File: config.mk
export PLATFORM = sky130hd
export DESIGN_NAME = ask4_sym_detector
export DESIGN_NICKNAME = d
export VERILOG_FILES = /design/src/rtl/ask4_sym_detector.sv
export SDC_FILE = /design/constraint.sdc
export NUM_CORES = 2
export LEC_CHECK = 0
export CELL_PAD_IN_SITES_DETAIL_PLACEMENT = 0
export CELL_PAD_IN_SITES_GLOBAL_PLACEMENT = 1
export CORE_UTILIZATION = 53
export DETAILED_ROUTE_END_ITERATION = 12
export GPL_TIMING_DRIVEN = 0
export MAX_ROUTING_LAYER = met4
export PLACE_DENSITY = 0.95
export SLEW_MARGIN = 10
export SYNTH_ARGS = -nofsm -noshare
export SYNTH_HDL_FRONTEND = slang
export SYNTH_SLANG_ARGS = --single-unit
File: constraint.sdc
create_clock -name sys_clk -period 15.2 [get_ports sys_clk]
set_clock_uncertainty 0.15 [all_clocks]
set_input_delay 2.28 -clock sys_clk [delete_from_list [all_inputs] [get_ports sys_clk]]
set_output_delay 2.28 -clock sys_clk [all_outputs]
set_load 0.1 [all_outputs]
File: src/rtl/ask4_sym_detector.sv
// 4-ASK receive symbol detector: picks a sample phase and slices against a self-calibrating level.
// It reports the decision, the level, the error and a windowed mean-squared error.
module ask4_sym_detector #(
  parameter int LOG2_N = 10
) (
  input  logic               sys_clk,
  input  logic               reset,
  input  logic               sam_clk_en,
  input  logic               sym_clk_en,
  input  logic signed [17:0] dec_in,
  input  logic [1:0]         phase_sel,
  input  logic               clr_acc,
  output logic signed [17:0] dec_var,
  output logic [1:0]         slice,
  output logic signed [17:0] level,
  output logic signed [17:0] error,
  output logic               sym_valid,
  output logic signed [17:0] ref_lvl,
  output logic               ref_valid,
  output logic [35:0]        mse,
  output logic               mse_valid
);

  localparam int MAG_W = 17 + LOG2_N;
  localparam int ESQ_W = 36 + LOG2_N;

  logic signed [17:0] dly_reg [4];
  logic               s1_valid_reg, s1_clr_reg;
  logic               s2_valid_reg, s2_clr_reg;
  logic               s3_valid_reg, s3_clr_reg;
  logic [MAG_W-1:0]   mag_acc_reg;
  logic [LOG2_N-1:0]  mag_cnt_reg;
  logic [35:0]        err_sq_reg;
  logic [ESQ_W-1:0]   err_acc_reg;
  logic [LOG2_N-1:0]  err_cnt_reg;

  function automatic logic signed [17:0] sat18(input logic signed [19:0] v);
    if (v > 20'sd131071)
      return 18'sd131071;
    else if (v < -20'sd131072)
      return {1'b1, 17'd0};
    else
      return 18'(v);
  endfunction

  // Delay line; the capture reads the taps before this edge's shift.
  always_ff @(posedge sys_clk or posedge reset) begin
    if (reset) begin
      for (int k = 0; k < 4; k++) dly_reg[k] <= '0;
      dec_var      <= '0;
      s1_valid_reg <= 1'b0;
      s1_clr_reg   <= 1'b0;
    end else begin
      if (sam_clk_en) begin
        dly_reg[0] <= dec_in;
        for (int k = 1; k < 4; k++) dly_reg[k] <= dly_reg[k-1];
      end
      if (sym_clk_en) dec_var <= dly_reg[phase_sel];
      s1_valid_reg <= sym_clk_en;
      s1_clr_reg   <= sym_clk_en & clr_acc;
    end
  end

  logic signed [19:0] x_ext, r_ext, two_r, three_r, level_wide, diff_wide;
  logic [1:0]         slice_next;
  logic signed [17:0] level_next, error_next, neg_dec;
  logic [16:0]        mag_next;

  always_comb begin
    x_ext   = 20'(dec_var);
    r_ext   = 20'(ref_lvl);
    two_r   = r_ext <<< 1;
    three_r = two_r + r_ext;
    if (x_ext >= two_r)
      slice_next = 2'b11;
    else if (x_ext >= 20'sd0)
      slice_next = 2'b10;
    else if (x_ext >= -two_r)
      slice_next = 2'b01;
    else
      slice_next = 2'b00;
    case (slice_next)
      2'b11:   level_wide = three_r;
      2'b10:   level_wide = r_ext;
      2'b01:   level_wide = -r_ext;
      default: level_wide = -three_r;
    endcase
    level_next = sat18(level_wide);
    diff_wide  = x_ext - 20'(level_next);
    error_next = sat18(diff_wide);
    // -131072 has no positive twin in 17 bits; clamp it to full scale.
    neg_dec = -dec_var;
    if (!dec_var[17])
      mag_next = dec_var[16:0];
    else if (dec_var[16:0] == 17'd0)
      mag_next = 17'h1FFFF;
    else
      mag_next = neg_dec[16:0];
  end

  logic [MAG_W-1:0] mag_sum;
  assign mag_sum = mag_acc_reg + MAG_W'(mag_next);

  always_ff @(posedge sys_clk or posedge reset) begin
    if (reset) begin
      slice        <= 2'b00;
      level        <= '0;
      error        <= '0;
      sym_valid    <= 1'b0;
      ref_lvl      <= '0;
      ref_valid    <= 1'b0;
      mag_acc_reg  <= '0;
      mag_cnt_reg  <= '0;
      s2_valid_reg <= 1'b0;
      s2_clr_reg   <= 1'b0;
    end else begin
      sym_valid    <= s1_valid_reg;
      s2_valid_reg <= s1_valid_reg;
      s2_clr_reg   <= s1_clr_reg;
      if (s1_valid_reg) begin
        slice <= slice_next;
        level <= level_next;
        error <= error_next;
        if (s1_clr_reg) begin
          mag_acc_reg <= MAG_W'(mag_next);
          mag_cnt_reg <= LOG2_N'(1);
        end else if (&mag_cnt_reg) begin
          // Reference a is half the mean magnitude of the window.
          ref_lvl     <= {2'b00, mag_sum[LOG2_N+1 +: 16]};
          ref_valid   <= 1'b1;
          mag_acc_reg <= '0;
          mag_cnt_reg <= '0;
        end else begin
          mag_acc_reg <= mag_sum;
          mag_cnt_reg <= mag_cnt_reg + LOG2_N'(1);
        end
      end
    end
  end

  logic signed [35:0] err_prod;
  assign err_prod = 36'(error) * 36'(error);

  always_ff @(posedge sys_clk or posedge reset) begin
    if (reset) begin
      err_sq_reg   <= '0;
      s3_valid_reg <= 1'b0;
      s3_clr_reg   <= 1'b0;
    end else begin
      if (s2_valid_reg) err_sq_reg <= err_prod;
      s3_valid_reg <= s2_valid_reg;
      s3_clr_reg   <= s2_clr_reg;
    end
  end

  logic [ESQ_W-1:0] err_sum;
  assign err_sum = err_acc_reg + ESQ_W'(err_sq_reg);

  always_ff @(posedge sys_clk or posedge reset) begin
    if (reset) begin
      err_acc_reg <= '0;
      err_cnt_reg <= '0;
      mse         <= '0;
      mse_valid   <= 1'b0;
    end else begin
      mse_valid <= 1'b0;
      if (s3_valid_reg) begin
        if (s3_clr_reg) begin
          err_acc_reg <= ESQ_W'(err_sq_reg);
          err_cnt_reg <= LOG2_N'(1);
        end else if (&err_cnt_reg) begin
          mse         <= err_sum[LOG2_N +: 36];
          mse_valid   <= 1'b1;
          err_acc_reg <= '0;
          err_cnt_reg <= '0;
        end else begin
          err_acc_reg <= err_sum;
          err_cnt_reg <= err_cnt_reg + LOG2_N'(1);
        end
      end
    end
  end

endmodule
==> results.sh <==
export IMPL_yosys_warnings=0
export IMPL_critPathCaptureType="flip-flop"
export IMPL_cts_resized=0
export IMPL_ys_ff_latch=316
export IMPL_numCtsBuffers=36
export IMPL_grt_pass1_vias=25326
export IMPL_antenna_found_initial=0
export IMPL_n_antenna_cell=0
export IMPL_dr_pass1_iters=5
export IMPL_grt_util_all_layers=0.3051
export IMPL_fmax_mhz=110.4
export IMPL_drtIter0Drc=1771
export IMPL_period_share=0.5960
export IMPL_dieArea_mm2=0.05926
export IMPL_worstMarginPinSlew_ps=1189
export IMPL_grt_pass1_wl_mm=137.9
export IMPL_io_buffers=132
export IMPL_synth_edf_count=0
export IMPL_grt_ovfl_total=0
export IMPL_worstSetupPathType="reg2reg"
export IMPL_cts_setup_buffers=0
export IMPL_synth_area_leader_cell="dfrtp_1"
export IMPL_synth_top_area_frac=0.2560
export IMPL_cts_buffer_depth=3
export IMPL_rsz0062_at_grt="false"
export IMPL_dr_total_vias=24733
export IMPL_run_status="finished clean"
export IMPL_slowest_delay_ps=540
export IMPL_grt_max_degree=125
export IMPL_cts_tree="yes"
export IMPL_via_per_inst=5.876
export IMPL_synth_area_top_cells="dfrtp_1, fa_1, ha_1"
export IMPL_drive_gt1_frac=0.08043
export IMPL_min_path_type="reg2reg"
export IMPL_wl_per_cell_um=20.37
export IMPL_drc_errors=0
export IMPL_min_period_ps=9059
export IMPL_whs_ps=229.0
export IMPL_ys_top_cells_by_count="inv_1, dfrtp_1, fa_1"
export IMPL_fp_dieH_um=243.4
export IMPL_avgSynthCellArea_um2=9.517
export IMPL_slew_headroom=0.2048
export IMPL_critical_path_arrival_ps=9360
export IMPL_syn_to_final_growth_pct=11.64
export IMPL_gp_congestion=0.9900
export IMPL_initial_utilization=0.5355
export IMPL_ctsHoldBuffers=0
export IMPL_synthMostInstantiatedCell="inv_1"
export IMPL_maxCapViolCount=0
export IMPL_dpl_cell_area_mm2=0.03324
export IMPL_dpl_hpwl_mm=66.38
export IMPL_critPathSlowestCell="a31oi_1"
export IMPL_fin_util=0.5978
export IMPL_cts_clk_slew_worst_paths_ps=60
export IMPL_synth_cell_type_count=91
export IMPL_row_count=88
export IMPL_crit_path_start_kind="flip-flop"
export IMPL_clockRootBuffer="clkbuf_16"
export IMPL_io_pins=138
export IMPL_critPathRequiredTime_ps=15500
export IMPL_design_area_mm2=0.03449
export IMPL_largest_register_ffs=72
export IMPL_drt_total_wl_mm=85.75
export IMPL_setup_viol=0
export IMPL_final_net_count=3987
export IMPL_synthFlopType="dfrtp_1"
export IMPL_worst_path_max_fanout=10
export IMPL_ys_seq_area_frac=0.2560
export IMPL_clk_latency_ps=580
export IMPL_cts_sinks=316
export IMPL_postRouteAntennaNets=0
export IMPL_async_reset_ff_frac=1.000
export IMPL_coreArea_mm2=0.05770
export IMPL_drv_slew=0
export IMPL_synth_area_mm2=0.03089
export IMPL_finalHoldViolCount=0
export IMPL_die_x_um=243.4
export IMPL_cts_max_level=2
export IMPL_syn_instance_count=3246
[kinds of logic after synthesis]
kind of cell    count (synthesis)  synth area share
simple gates                  811            0.1260
xor+xnor                      146           0.04139
mux                           167           0.06699
compound gates                705            0.1478
flops                         316            0.2560
fa+ha+maj                     543            0.2928
buf+inv                       557           0.06889
other cells                     1         0.0001214
[layer usage]
layer / vias up / track usage / share of wire
met5: - / - / 0
met4: 0 / 0.1169 / 0.043
met3: 193 / 0.03150 / 0.059
met2: 837 / 0.5054 / 0.48
met1: 12350 / 0.3859 / 0.41
li1: 11353 / - / -
[final timing paths]
path / from / slack [ps] / end / depth (start not counted)
max in group asynchronous: reset / 11770 / mse_valid / 3
min in group asynchronous: reset / 2040 / error[13] / 2
hold / removal: s2_clr_reg / 230 / s3_clr_reg / 0
setup reg to reg: ref_lvl[2] / 6140 / error[4] / 33
setup / recovery: ref_lvl[2] / 6140 / error[4] / 33
hold reg to reg: s2_clr_reg / 230 / s3_clr_reg / 0
[cells in the final DEF (no fill, tap or decap), types with 38 or more instances in the layout]
cell type        count
xnor2_1            104
and3_1              38
a21oi_1            186
clkdlybuf4s50_1    132
fa_1               300
xor2_1              42
mux2_2             138
a21o_1              55
ha_1               243
inv_1              436
clkbuf_1           104
nor2_1             212
dfrtp_1            316
nand2_1            250
and2_1              61
nand3_1             55
o21ai_0            183
[per-stage QoR]
stage	std cells	setup TNS (ps)	worst slack, ps
after floorplan	3247	0	4027
after global placement	4144	-774.0	-16.15
after detailed placement	4146	0	6231
after CTS	4209	0	6202
after global routing	4209	0	5297
final	4209	0	6141
[area by class of cell]
type / count / area [µm²]
Multi-Input combinational cell: 2374 / 20860
Sequential cell: 316 / 7908
Buffer: 118 / 480.5
Clock buffer: 45 / 994.7
Inverter: 439 / 1655
Clock inverter: 18 / 256.5
Fill cell: 4955 / 23210
Timing Repair Buffer: 134 / 1376
Tap cell: 765 / 957.2
[critical path: cells and delay by family, from the launching register on]
family,cells,cell delay [ps]
fa+ha+maj,4,800
simple gates,7,1980
buf+inv,4,1000
compound gates,18,4520
flops,1,490
Power is left out: the tool's default activity adds up to more than one toggle a clock period on the data nets, which glitch-free logic cannot reach.
